### src/rtl/prng_lfsr_stream.sv
// Galois-LFSR pseudo-random word stream. Supports run-time seeding with zero-seed
// substitution, leapfrog stepping (STEPS shifts per word) and period-wrap detection.
//
//   state | meaning
//   ------+------------------------------------------------------
//   EMPTY | no unconsumed word; out_valid=0
//   FULL  | prng_out holds a word waiting for out_ready; out_valid=1
module prng_lfsr_stream #(
    parameter int             N     = 8,
    parameter logic [N-1:0]   TAPS  = 8'hB8,
    parameter logic [N-1:0]   SEED  = {{(N-1){1'b0}}, 1'b1},
    parameter int             STEPS = 1
) (
    input  logic         clk,
    input  logic         rst,
    input  logic         en,
    input  logic         seed_load,
    input  logic [N-1:0] seed_in,
    input  logic         out_ready,
    output logic [N-1:0] prng_out,
    output logic         out_valid,
    output logic         zero_seed,
    output logic         wrap,
    output logic [N-1:0] period_cnt
);

    typedef enum logic {EMPTY, FULL} state_t;

    state_t       state;
    state_t       next_state;
    logic         advance;
    logic [N-1:0] lfsr;
    logic [N-1:0] seed_reg;
    logic [N-1:0] adv_val;
    logic [N-1:0] load_val;

    function automatic logic [N-1:0] lfsr_shift(input logic [N-1:0] s);
        return {1'b0, s[N-1:1]} ^ (s[0] ? TAPS : '0);
    endfunction

    // STEPS shifts unrolled so one word is still produced per clock
    always_comb begin
        adv_val = lfsr;
        for (int i = 0; i < STEPS; i++) begin
            adv_val = lfsr_shift(adv_val);
        end
    end

    assign load_val  = (seed_in == '0) ? SEED : seed_in;
    assign out_valid = (state == FULL);

    always_ff @(posedge clk or negedge rst) begin
        if (!rst) begin
            state <= EMPTY;
        end else begin
            state <= next_state;
        end
    end

    always_comb begin
        next_state = state;
        advance    = 1'b0;
        if (seed_load) begin
            next_state = EMPTY;
        end else begin
            case (state)
                EMPTY: begin
                    if (en) begin
                        advance    = 1'b1;
                        next_state = FULL;
                    end
                end
                FULL: begin
                    if (out_ready) begin
                        if (en) begin
                            advance = 1'b1;
                        end else begin
                            next_state = EMPTY;
                        end
                    end
                end
                default: next_state = EMPTY;
            endcase
        end
    end

    always_ff @(posedge clk or negedge rst) begin
        if (!rst) begin
            lfsr       <= SEED;
            seed_reg   <= SEED;
            prng_out   <= '0;
            period_cnt <= '0;
            wrap       <= 1'b0;
            zero_seed  <= 1'b0;
        end else begin
            zero_seed <= seed_load && (seed_in == '0);
            wrap      <= advance && (adv_val == seed_reg);
            if (seed_load) begin
                lfsr       <= load_val;
                seed_reg   <= load_val;
                period_cnt <= '0;
            end else if (advance) begin
                lfsr     <= adv_val;
                prng_out <= adv_val;
                // saturate rather than roll over so long runs stay readable
                if (period_cnt != '1) begin
                    period_cnt <= period_cnt + 1'b1;
                end
            end
        end
    end

endmodule
### config.mk
export PLATFORM = sky130hd
export DESIGN_NAME = prng_lfsr_stream
export DESIGN_NICKNAME = d
export VERILOG_FILES = /design/src/rtl/prng_lfsr_stream.sv
export SDC_FILE = /design/constraint.sdc
export NUM_CORES = 1
export LEC_CHECK = 0
export CAP_MARGIN = 25
export CORE_MARGIN = 2
export CORE_UTILIZATION = 40
export DETAILED_ROUTE_END_ITERATION = 8
export PLACE_DENSITY_LB_ADDON = 0.3
export SKIP_CTS_REPAIR_TIMING = 1
export SLEW_MARGIN = 10
export SYNTH_ARGS = -nofsm -noshare
export SYNTH_HDL_FRONTEND = slang
export SYNTH_SLANG_ARGS = --single-unit
### constraint.sdc
create_clock -name clk -period 2.15 [get_ports clk]
set_clock_uncertainty 0.1 [all_clocks]
set_input_delay 0.215 -clock clk [delete_from_list [all_inputs] [get_ports clk]]
set_output_delay 0.215 -clock clk [all_outputs]
set_load 0.01 [all_outputs]
# After elaboration in Yosys (flattened, before gate mapping)
# Cells that the tools add are included.
# totals
input_bits	13
word_cells	34
output_inout_bits	19
ff_bits	35
# classes
reduce_logical	7
bitwise	3
add_sub_neg	1
eq_ne	2
muxes	14
# op_table
cell	n
2-to-1 mux 8 bit	7
adder 8 x 1 -> 8 bit (second input constant)	1
equality test 8 bit	1
logical NOT 8 bit	1
inequality test 8 bit (second input constant)	1
bitwise XOR 7 x 8 -> 8 bit	1
2-to-1 mux 1 bit	5
one-hot mux 1 bit (2 select lines)	2
AND reduction 2 bit	2
nonzero test 2 bit	2
logical AND 1 bit	2
inverter 1 bit	2

# Longest topological paths before layout
# Gate-level depths: netlist of run 1.
# depth
ltp_word	6
depth_mapped	5
ltp_nobuf	5

# Least setup slack after synthesis of run 1
# OpenSTA, ideal clock, no wires.
# synth_path
kind	flip-flop to flip-flop
startpoint	register state, in the netlist out_valid
endpoint	register prng_out[0]
period_less_slack_ns	1.571
path_slack_ns	0.579
setup_ns	0.128
t_arrival_ns	1.343
n_path_buf	1
path_stages_with_launch	6
required_ns	1.922
path_cell_list	dfrtp_1 nand2b_1 buf_2 nand2_2 nor2_4 mux2_1
# synth_between
elab_chain_cells	4
# synth_rtl
item	line_no	source
start, declared	29	state_t state;
start signal, assigned	56	state <= next_state;
inverter 1 bit	-	
one-hot mux 1 bit (2 select lines) (*)	66	case (state)
2-to-1 mux 1 bit (*)	63	if (seed_load) begin
AND reduction 2 bit (no line) (*)	-	
end signal, assigned	104	prng_out <= adv_val;
end, declared	20	output logic [N-1:0] prng_out,
# Mark *: on every way between the ends. The rest lies on a longest branch, timed or not.
# A chain may end at the register's enable or synchronous reset.

# Final worst setup path of run 1
# layout_path
startpoint	register period_cnt[0]
endpoint	register period_cnt[1]
# layout_between
elab_chain_cells	4
# layout_rtl
item	line_no	source
start, declared	24	output logic [N-1:0] period_cnt
start signal, assigned	107	period_cnt <= period_cnt + 1'b1;
adder 8 x 1 -> 8 bit	107	
2-to-1 mux 8 bit	106	if (period_cnt != '1) begin
2-to-1 mux 8 bit	102	end else if (advance) begin
2-to-1 mux 8 bit	98	if (seed_load) begin
# Parallel ways exist; a longest one is shown, timed or not. The select of a mux whose other input is x is not followed.

==> flow_summary_export.csv, run 1 <==
group,metric,value,unit
run_status,status,"completed",
synthesis,ys_seq_area_share,53.0,%
synthesis,syn_area,1660,µm²
setup_path,reg2reg_from,"period_cnt[0]",
finish,antennaDiodeCount,0,
place,gp_congestion,0.815,
finish,final_area,2110,µm²
clocking,clock-root-buffer,"clkbuf_8",
setup_path,rrSetupSlack,0.44,ns
timing,relSlewSlack,70.4,%
setup_path,required,2.23,ns
route,drt_wl_total,3510,µm
floorplan,chipHeight,68.4,µm
global_route,grt_max_degree,36,
timing,final.period_utilization,79.3,%
place,placed_area,2030,µm²
route,vias,1265,
floorplan,design.core.area,4000,µm²
synthesis,synthXorXnorAreaFrac,6.34,%
clocking,path_clk_slew,0.07,ns
floorplan,initial_utilization,41.4,%
synthesis,synth_cell_types,38,
clocking,clk_latency,0.29,ns
floorplan,ioPinCount,32,
power,power_density,757,nW/µm²
route,drt_iter0_drc,86,
timing,worst_slew_pin_slew,0.444,ns
finish,nNetsFinal,202,
clocking,numCtsBuffers,5,
clocking,tritoncts,"built",
global_route,track_usage,17.9,%
synthesis,synth_fa_ha_area_share,0.755,%
setup_path,crit_arrival,1.78,ns
clocking,cts_sinks,35,
route,drtPass1Iterations,5,
setup_path,path_class,"reg -> reg",
global_route,grt_pass1_wl,5980,µm
floorplan,die_area,4670,µm²
timing,rsz0062_at_grt,"no",
synthesis,syn_nets,167,
synthesis,synth-simple-area-share,15.3,%
route,viasPerCell,5.29,
place,portBuffers,31,
setup_path,r2r_cells,5,
synthesis,avgSynthCellArea,10.8,µm²
power,leakage,0.921,nW
synthesis,ys_warn_count,0,
power,ir_worst_vdd,0.000499,V
flow_run,cap_violations,0,
global_route,antenna_found_initial,0,
finish,drive_above_1_share,8.99,%
route,drc,0,
floorplan,die_width,68.4,µm
finish,area_delta_synth_final,27.4,%
route,antenna_left,0,
synthesis,synthMuxAreaShare,12.2,%
setup_path,start_kind,"flop",
timing,hold_violations,0,
synthesis,synth_compound_gate_area_share,8.53,%
clocking,ctsHtreeMaxLevel,2,
timing,setup_viol,0,
setup_path,r2r-end,"period_cnt[1]",
synthesis,synth_top_family_by_area,"simple AND/OR/NAND/NOR gates",
synthesis,synthCells,153,
place,dp_hpwl,2550,µm
clocking,cts.path.max_buffers,2,
route,avgRoutedWirePerCell,14.7,µm
timing,clock.fmax,586,MHz
global_route,grt_pass1_vias,1255,
global_route,grt-ovfl-total,0,
timing,layout_min_cycle_time,1.71,ns
setup_path,endpoint_kind,"flop",
setup_path,cp_max_fo,6,
synthesis,synth_seq_cells,35,
worst_hold_path,hold_path.class,"in -> async",
floorplan,rows,23,
finish,fillers,354,
timing,slew_violations,0,
timing,tns,0,ns
## layer usage
| metal | track usage (%) | wire length, µm |
|---|---|---|
| met1 | 20.6 | 1490 |
| met2 | 30.3 | 1730 |
| met3 | 4.44 | 230 |
| met4 | 9.50 | 52 |
| met5 | 0 | 0 |
## cells in the mapped netlist
cell type	count	area share, %
clkbuf_1	3	0.68
a21oi_1	2	0.60
dfrtp_1	33	50
or4b_4	1	0.83
or3_1	1	0.38
nor4_1	1	0.38
nor2b_1	1	0.38
xor2_1	11	5.8
xnor2_1	1	0.53
dfstp_2	2	3.2
clkinv_1	1	0.23
nand4b_1	1	0.53
nor2_1	13	2.9
nand2_1	9	2.0
nand3_1	2	0.60
a311oi_1	1	0.53
a31oi_1	1	0.38
and4_1	2	1.1
nand2b_1	1	0.38
and3_1	1	0.38
mux2_1	9	6.1
o21ai_1	13	3.9
nand3_2	1	0.60
nor3_1	4	1.2
nand4bb_1	1	0.68
nand4_1	4	1.5
nand2_2	1	0.38
inv_2	1	0.23
nor2_4	1	0.68
mux2i_1	10	6.0
ha_1	1	0.76
o221a_1	1	0.68
o211ai_1	1	0.45
a211oi_1	3	1.4
buf_2	3	0.91
o21ai_0	2	0.60
and2_1	1	0.38
inv_1	8	1.8
## cell type report
class | instances | area, µm² | share of cell area [%]
sequential | 35 | 878 | 41.6
clock buffer | 6 | 72.6 | 3.44
inverter | 10 | 37.5 | 1.78
tap | 50 | 62.6 | 2.96
clock inverter | 2 | 12.5 | 0.593
multi-input combinational | 102 | 714 | 33.8
timing repair buffer | 34 | 333 | 15.8
## worst max-delay path, cell delays in order (launching register included)
cell,delay (ns)
dfrtp_1,0.41
ha_1,0.28
nand4_1,0.21
o211ai_1,0.32
mux2i_1,0.22
nor2_1,0.05
## kinds of logic after synthesis
logic type	count (synthesis)
flops	35
simple gates	46
buf+inv	16
fa+ha+maj	1
compound gates	24
mux	19
xor+xnor	12
## worst max path at each step
stage,cells after the start,slack (ns),end,from
after floorplan,5,0.58,prng_out[0],out_valid
after global placement,5,0.25,prng_out[7],out_ready
after detailed placement,5,0.22,prng_out[5],out_ready
after CTS,5,0.43,period_cnt[1],period_cnt[0]
after global routing,5,0.31,period_cnt[1],period_cnt[0]
final,5,0.44,period_cnt[1],period_cnt[0]
## cell usage in the layout, fill, tap and decap left out, types with 2 or more instances in the layout
master,count
dfrtp_1,33
clkdlybuf4s50_1,31
nor2_1,13
o21ai_1,13
xor2_1,11
mux2i_1,10
mux2_1,9
nand2_1,9
inv_1,8
clkbuf_8,5
nor3_1,4
nand4_1,4
a211oi_1,3
buf_4,3
nand3_1,2
a21oi_1,2
and4_1,2
o21ai_0,2
dfstp_2,2
## power by group
part | total [W] | leakage [nW] | switching [W] | internal (W)
logic | 0.000329 | 0.444 | 0.000147 | 0.000182
registers | 0.000802 | 0.435 | 0.0000626 | 0.000740
clock network | 0.000467 | 0.0412 | 0.000241 | 0.000226
## per-stage QoR
| step | util, % | worst slack [ns] | hold slack, ns | cells | total power (W) |
|---|---|---|---|---|---|
| 2_1_floorplan | - | 0.579 | -0.181 | 153 | 0.000968 |
| 5_1_grt | 52.8 | 0.305 | 0.270 | 239 | 0.00169 |
| 6_report | 52.8 | 0.444 | 0.234 | 239 | 0.00160 |
| 3_3_place_gp | 50.6 | 0.254 | 0.373 | 231 | 0.00114 |
| 4_1_cts | 52.8 | 0.430 | 0.260 | 239 | 0.00162 |
| 3_5_place_dp | 50.6 | 0.219 | 0.379 | 231 | 0.00115 |
(Power assumes the default switching activity.)
==> run 2: changes to the inputs <==
Clock period 2.15 ns to 1.7 ns, I/O delays scaled along.
==> run 2 against run 1 <==
Net effect:
- via count grew 4.9%
- register-to-register slack lost 0.31 ns
- critical path depth shrank 4
- core utilization grew 2.1 points
- first-iteration DRC count shrank 1.2%
- largest cell class unchanged
- highest routed layer unchanged
==> flow_summary_export.csv, run 2 (same netlist as run 1, synthesis figures left out) <==
group,metric,value,unit
run_status,status,"completed",
timing,setup_viol,0,
global_route,grt_pass1_vias,1285,
setup_path,r2r-end,"period_cnt[7]",
clocking,clock-root-buffer,"clkbuf_8",
global_route,grt-ovfl-total,0,
clocking,cts.path.max_buffers,2,
timing,clock.fmax,618,MHz
timing,final.period_utilization,95.2,%
floorplan,design.core.area,4000,µm²
floorplan,die_area,4670,µm²
setup_path,cp_max_fo,8,
timing,relSlewSlack,70.0,%
timing,hold_violations,0,
setup_path,crit_arrival,1.35,ns
floorplan,die_width,68.4,µm
setup_path,required,1.43,ns
setup_path,path_class,"reg -> out",
setup_path,worst_path_largest_cell_delay,0.58,ns
finish,seq_area,878,µm²
timing,rsz0062_at_grt,"no",
setup_path,crit_chain,"clkdlybuf4s50_1",
setup_path,endpoint_kind,"output port",
clocking,tritoncts,"built",
setup_path,rrSetupSlack,0.13,ns
global_route,antenna_found_initial,0,
finish,final_common_cell,"dfrtp_1",
worst_hold_path,hold_path.class,"in -> async",
flow_run,cap_violations,0,
floorplan,chipHeight,68.4,µm
setup_path,r2r_cells,4,
power,leakage,0.975,nW
global_route,grt_max_degree,36,
floorplan,rows,23,
finish,nNetsFinal,211,
place,gp_congestion,0.780,
finish,fin_util,54.8,%
clocking,path_clk_slew,0.07,ns
setup_path,cp_top_family,"buffers and inverters",
route,drt_iter0_drc,85,
setup_path,path_buf_inv,1,
global_route,gr-usage-met3,5.59,%
place,placed_area,2090,µm²
global_route,grtUsageMet1,23.0,%
global_route,use_met2,31.2,%
place,dp_hpwl,2650,µm
setup_path,crit_path_top_delay_cell,"clkdlybuf4s50_1",
timing,holdWs,0.191,ns
route,avgRoutedWirePerCell,14.9,µm
clocking,numCtsBuffers,5,
power,power_density,966,nW/µm²
finish,fillers,364,
floorplan,initial_utilization,41.4,%
place,portBuffers,31,
timing,layout_min_cycle_time,1.62,ns
route,drt_wl_total,3680,µm
route,antenna_left,0,
global_route,grt_pass1_wl,6240,µm
route,viasPerCell,5.35,
global_route,busiest_layer,"met2",
timing,slew_violations,0,
route,vias,1327,
setup_path,reg2reg_from,"period_cnt[3]",
finish,multi_input_area,714,µm²
timing,setup_slack,0.0810,ns
finish,final_area,2190,µm²
route,drtPass1Iterations,4,
finish,antennaDiodeCount,0,
clocking,cts_sinks,35,
clocking,clk_latency,0.29,ns
place,dp_slack,-0.0691,ns
route,drc,0,
power,ir_worst_vdd,0.000528,V
finish,area_delta_synth_final,32.4,%
timing,worst_slew_pin_slew,0.450,ns
setup_path,start_kind,"flop",
timing,tns,0,ns
setup_path,cp_num_cells,1,
global_route,track_usage,18.8,%
finish,drive_above_1_share,13.1,%
clocking,ctsHtreeMaxLevel,2,
floorplan,ioPinCount,32,
finish,mostFrequentLayoutCells,"dfrtp_1 (33), clkdlybuf4s50_1 (31), nor2_1 (13), o21ai_1 (13), buf_4 (12)",
## run 2: worst max-delay path by stage
stage                   from       endpoint
5_1_grt        period_cnt[5]  period_cnt[5]
2_1_floorplan      out_valid    prng_out[0]
6_report       period_cnt[5]  period_cnt[5]
3_5_place_dp       out_ready    prng_out[5]
3_3_place_gp       out_ready    prng_out[2]
4_1_cts        period_cnt[5]  period_cnt[5]
## run 2: cell type report
cell class | instances | area share, %
Timing Repair Buffer | 43 | 18.3
Clock buffer | 8 | 4.56
Sequential cell | 35 | 40.0
Multi-Input combinational cell | 102 | 32.6
Tap cell | 50 | 2.85
Inverter | 10 | 1.71
## run 2: through the flow
step	power [W]	cells
after global placement	0.00146	240
after floorplan	0.00122	153
after global routing	0.00223	248
after detailed placement	0.00147	240
final	0.00212	248
after CTS	0.00214	248
## run 2: where the power goes
part           internal [W]  leakage (nW)  switching, W
registers          0.000936         0.435     0.0000806
logic              0.000246         0.488      0.000195
clock network      0.000370        0.0515      0.000293
total               0.00155         0.975      0.000568
## run 2: metal layers
| metal | routed length, µm | share of wire [%] |
|---|---|---|
| met2 | 1850 | 50 |
| met1 | 1590 | 43 |
| met4 | 53 | 1.4 |
| met3 | 185 | 5.0 |
| met5 | 0 | 0 |
==> run 3: changes to the inputs <==
==> constraint.sdc (replaced) <==
create_clock -name clk -period 1.7 [get_ports clk]
set_clock_uncertainty 0.1 [all_clocks]
set_input_delay 0.51 -clock clk [delete_from_list [all_inputs] [get_ports clk]]
set_output_delay 0.51 -clock clk [all_outputs]
set_load 0.01 [all_outputs]
==> run 3 against run 2 <==
Net effect:
- die area is the same
- worst hold slack better by 0.19 ns
- global-route usage down 0.90 points
- flip-flop and latch count unchanged
- largest cell class unchanged
- wire length shrank 2.7%
- cell count is 3.2% higher
- total power is 4.5% lower
- via count did not move
- clock power down 13%
- sequential share of layout area is 2.3 points lower
- first-iteration DRC count shrank 3.5%
==> flow_summary_export.csv, run 3 (same netlist as run 1, synthesis figures left out) <==
group,metric,value,unit
route,vias,1327,
timing,clock.fmax,627,MHz
timing,hold_violations,0,
timing,final.period_utilization,93.8,%
floorplan,die_width,68.4,µm
timing,relSlewSlack,80.2,%
setup_path,path_class,"reg -> reg",
finish,drive_above_1_share,17.5,%
timing,holdWs,0.379,ns
global_route,grt_pass1_vias,1326,
timing,worst_slew_pin_slew,0.296,ns
clocking,cts_sinks,35,
setup_path,cp_max_fo,3,
finish,seq_area,880,µm²
finish,area_delta_synth_final,40.8,%
finish,antennaDiodeCount,0,
worst_hold_path,hold_path.class,"reg -> reg",
timing,slew_violations,0,
finish,final_area,2330,µm²
flow_run,cap_violations,0,
global_route,antenna_found_initial,0,
timing,rsz0062_at_grt,"no",
setup_path,start_kind,"flop",
route,drtPass1Iterations,4,
finish,mostFrequentLayoutCells,"dfrtp_1 (32), dlymetal6s2s_1 (22), buf_4 (18), nor2_1 (13), o21ai_1 (13)",
floorplan,rows,23,
clocking,clock-root-buffer,"clkbuf_8",
clocking,path_clk_slew,0.07,ns
place,portBuffers,31,
timing,setup_viol,0,
place,placed_area,2160,µm²
route,viasPerCell,5.18,
clocking,ctsHtreeMaxLevel,2,
finish,fillers,333,
place,dp_slack,-0.407,ns
route,drt_wl_total,3590,µm
timing,layout_min_cycle_time,1.59,ns
timing,setup_slack,0.106,ns
place,placed_cells,247,
global_route,track_usage,17.9,%
global_route,grt-ovfl-total,0,
floorplan,initial_utilization,41.4,%
floorplan,ioPinCount,32,
route,drc,0,
route,drt_iter0_drc,82,
power,leakage,1.32,nW
route,avgRoutedWirePerCell,14.0,µm
run_status,status,"completed",
global_route,grt_pass1_wl,6050,µm
finish,nNetsFinal,219,
setup_path,required,1.83,ns
floorplan,die_area,4670,µm²
route,antenna_left,0,
setup_path,crit_arrival,1.72,ns
finish,final_common_cell,"dfrtp_1",
setup_path,endpoint_kind,"flop",
floorplan,chipHeight,68.4,µm
floorplan,design.core.area,4000,µm²
clocking,tritoncts,"built",
place,dp_hpwl,2610,µm
clocking,clk_latency,0.29,ns
power,ir_worst_vdd,0.000695,V
power,power_density,868,nW/µm²
clocking,cts.path.max_buffers,2,
global_route,grt_max_degree,36,
clocking,numCtsBuffers,5,
finish,instances_no_fill,256,
finish,multi_input_area,731,µm²
place,gp_congestion,0.776,
[run 3: cell types whose count changed in the layout (fill, tap and decap cells not counted), sizes merged]
cell / before / now
dlymetal6s2s: 0 / 22
clkdlybuf4s50: 31 / 9
clkbuf: 8 / 7
buf: 12 / 20
clkinv: 1 / 2
[run 3: worst max-delay path, stage by stage, from the launching register on]
cell,delay [ns]
dfrtp_1,0.42
nor2b_1,0.16
or4b_4,0.55
nor2_1,0.13
o221a_1,0.18
[run 3: final timing paths]
path,startpoint,end,slack (ns),cells past startpoint
min in group asynchronous,rst,period_cnt[5],0.49,2
hold / removal,prng_out[1],prng_out[1],0.38,1
setup reg to reg,out_valid,period_cnt[7],0.11,4
setup / recovery,out_valid,period_cnt[7],0.11,4
hold reg to reg,prng_out[1],prng_out[1],0.38,1
max in group asynchronous,rst,lfsr[0],0.76,2
[run 3: per-layer routing]
| layer | vias up | track usage, % | wire [µm] | part of all wire [%] |
|---|---|---|---|---|
| met5 | - | 0 | 0 | 0 |
| met4 | 0 | 7.50 | 61 | 1.7 |
| met3 | 5 | 4.61 | 198 | 5.5 |
| met2 | 35 | 29.9 | 1800 | 50 |
| met1 | 650 | 22.1 | 1530 | 43 |
| li1 | 637 | - | - | - |
[run 3: final cells by class]
cell class / instances / share of cell area [%]
flip-flops and latches: 35 / 37.7
well taps: 50 / 2.68
multi-input cells: 102 / 31.3
clock inverters: 1 / 0.215
clock buffers: 7 / 3.27
inverters: 10 / 1.61
repair buffers: 51 / 23.2
[run 3: per-stage QoR]
step                power, W  setup TNS [ns]  util [%]
floorplan            0.00122               0         -
global placement     0.00146           -7.55      54.0
detailed placement   0.00148           -8.18      54.0
CTS                  0.00206           -3.08      56.0
global route         0.00214               0      58.3
finish               0.00202               0      58.3
[run 3: report_power, final]
part           switching [W]  total, W  internal, W
Sequential         0.0000695   0.00101     0.000936
Combinational       0.000196  0.000445     0.000249
Clock               0.000286  0.000573     0.000287
Total               0.000552   0.00202      0.00147
==> edit, RTL diff (flow settings as in run 3) <==
Reset style: synchronous (`rst`), changed in 2 clocked blocks.
--- a/src/rtl/prng_lfsr_stream.sv
+++ b/src/rtl/prng_lfsr_stream.sv
@@ -51,3 +51,3 @@
 
-    always_ff @(posedge clk or negedge rst) begin
+    always_ff @(posedge clk) begin
         if (!rst) begin
@@ -86,3 +86,3 @@
 
-    always_ff @(posedge clk or negedge rst) begin
+    always_ff @(posedge clk) begin
         if (!rst) begin
Check against the original RTL: differs if rst is asserted again (counterexample within 4 cycles, from zero or initial values and one cycle with rst low); with rst held inactive, the same outputs for 10 cycles.
==> edit against run 3 <==
Critical path depth up 1; worst setup slack worse by 49 ps; fmax down 3.0%; wire length up 7.1%; design area up 1.1%; hold slack worse by 21 ps; power down 11%; sequential cell count unchanged; area after synthesis down 1.7%; largest cell class is now multi-input gates.
==> edit: results <==
metrics = {
    "route": {
        "routedWlPerCell_um": 14.0,
        "drtIter0Drc": 72,
        "vias": 1439,
    },
    "global_route": {
        "grt_start_max_net_pins": 16,
        "grt_usage_pct": 17.5,
        "grt_pass1_wl_um": 6060,
        "grt_pass1_vias": 1366,
    },
    "pwr": {
        "power_leakage_nw": 1.31,
        "power_density_mw_per_mm2": 762,
    },
    "cells_and_area": {
        "drive_gt1_share_pct": 21.8,
        "finalNetCount": 238,
    },
    "setup_path": {
        "timing.rr.start": "period_cnt[1]$_SDFFE_PP0P_",
        "slowest_stage": "or4_4",
        "r2r_cells": 5,
        "critical_path_arrival_ps": 1760,
        "reg2reg_slack_ps": 60,
        "cp_max_fo": 4,
    },
    "synthesis": {
        "synth_fp_nets": 188,
        "synthFlopType": "dfxtp_1",
        "synth_cell_type_count": 36,
        "syn_area_per_cell_um2": 9.36,
        "synth.top_cells.by_area": "dfxtp_1 43%, a21boi_0 5.1%, nand2_1 5.1%",
        "synth_common_cells": "35 x dfxtp_1, 22 x nand2_1, 11 x a21boi_0, 11 x nand2b_1, 9 x a21oi_1",
    },
    "placement": {
        "placed_cells": 267,
        "placed_area_mm2": 0.00212,
        "dpl.hpwl_um": 2770,
    },
    "min_path": {
        "whs_path_depth": 2,
    },
    "sta": {
        "slew_headroom_pct": 73.3,
    },
    "run_status": {
        "status": "completed",
    },
}
[edit: cells by family after synthesis]
group                    synth area share, %
AO/OA/AOI/OAI                           19.6
XOR/XNOR                                5.91
adder cells (fa/ha/maj)                0.768
buffers and inverters                   4.22
flip-flops                              43.0
multiplexers                            5.84
AND/OR/NAND/NOR                         20.7
[edit: metrics by stage]
step / setup slack, ps / power (mW) / hold slack, ps / util (%)
detailed placement: -504 / 1.16 / 357 / 53.4
finish: 56.8 / 1.80 / 359 / 59.4
CTS: -227 / 1.81 / 366 / 55.9
global route: 0.552 / 1.87 / 390 / 59.4
global placement: -426 / 1.16 / 356 / 53.4
floorplan: 38.5 / 1.05 / 368 / -
[edit: final cells by class]
class                           count  area (µm²)  area share [%]
Clock buffer                        8         100            4.24
Inverter                            2        7.51           0.318
Multi-Input combinational cell    125         928            39.4
Sequential cell                    35         704            29.9
Tap cell                           50        62.6            2.65
Timing Repair Buffer               55         556            23.6
[edit: how the worst min path moves through the flow]
stage,to,slack [ps]
2_1_floorplan,seed_reg[3]$_SDFFE_PN0P_,370
3_3_place_gp,prng_out[6]$_SDFFE_PN0P_,360
3_5_place_dp,prng_out[1]$_SDFFE_PN0P_,360
4_1_cts,prng_out[1]$_SDFFE_PN0P_,370
5_1_grt,prng_out[7]$_SDFFE_PN0P_,390
6_report,prng_out[1]$_SDFFE_PN0P_,360
[edit: where the power goes]
| group | internal, mW | switching, mW |
|---|---|---|
| sequential | 0.858 | 0.0342 |
| clock | 0.369 | 0.279 |
| combinational | 0.144 | 0.113 |
[edit: routing by layer]
layer	track usage [%]	routed length [µm]	vias to the layer above
met5	0	0	-
met4	8.25	76	0
met3	5.10	192	9
met2	29.4	1880	38
met1	20.4	1690	674
li1	-	-	718
[edit: worst min-delay path, delay by kind of cell (launching register included)]
kind / cells / cell delay (ps)
compound gates: 1 / 60
flops: 1 / 310
simple gates: 1 / 40
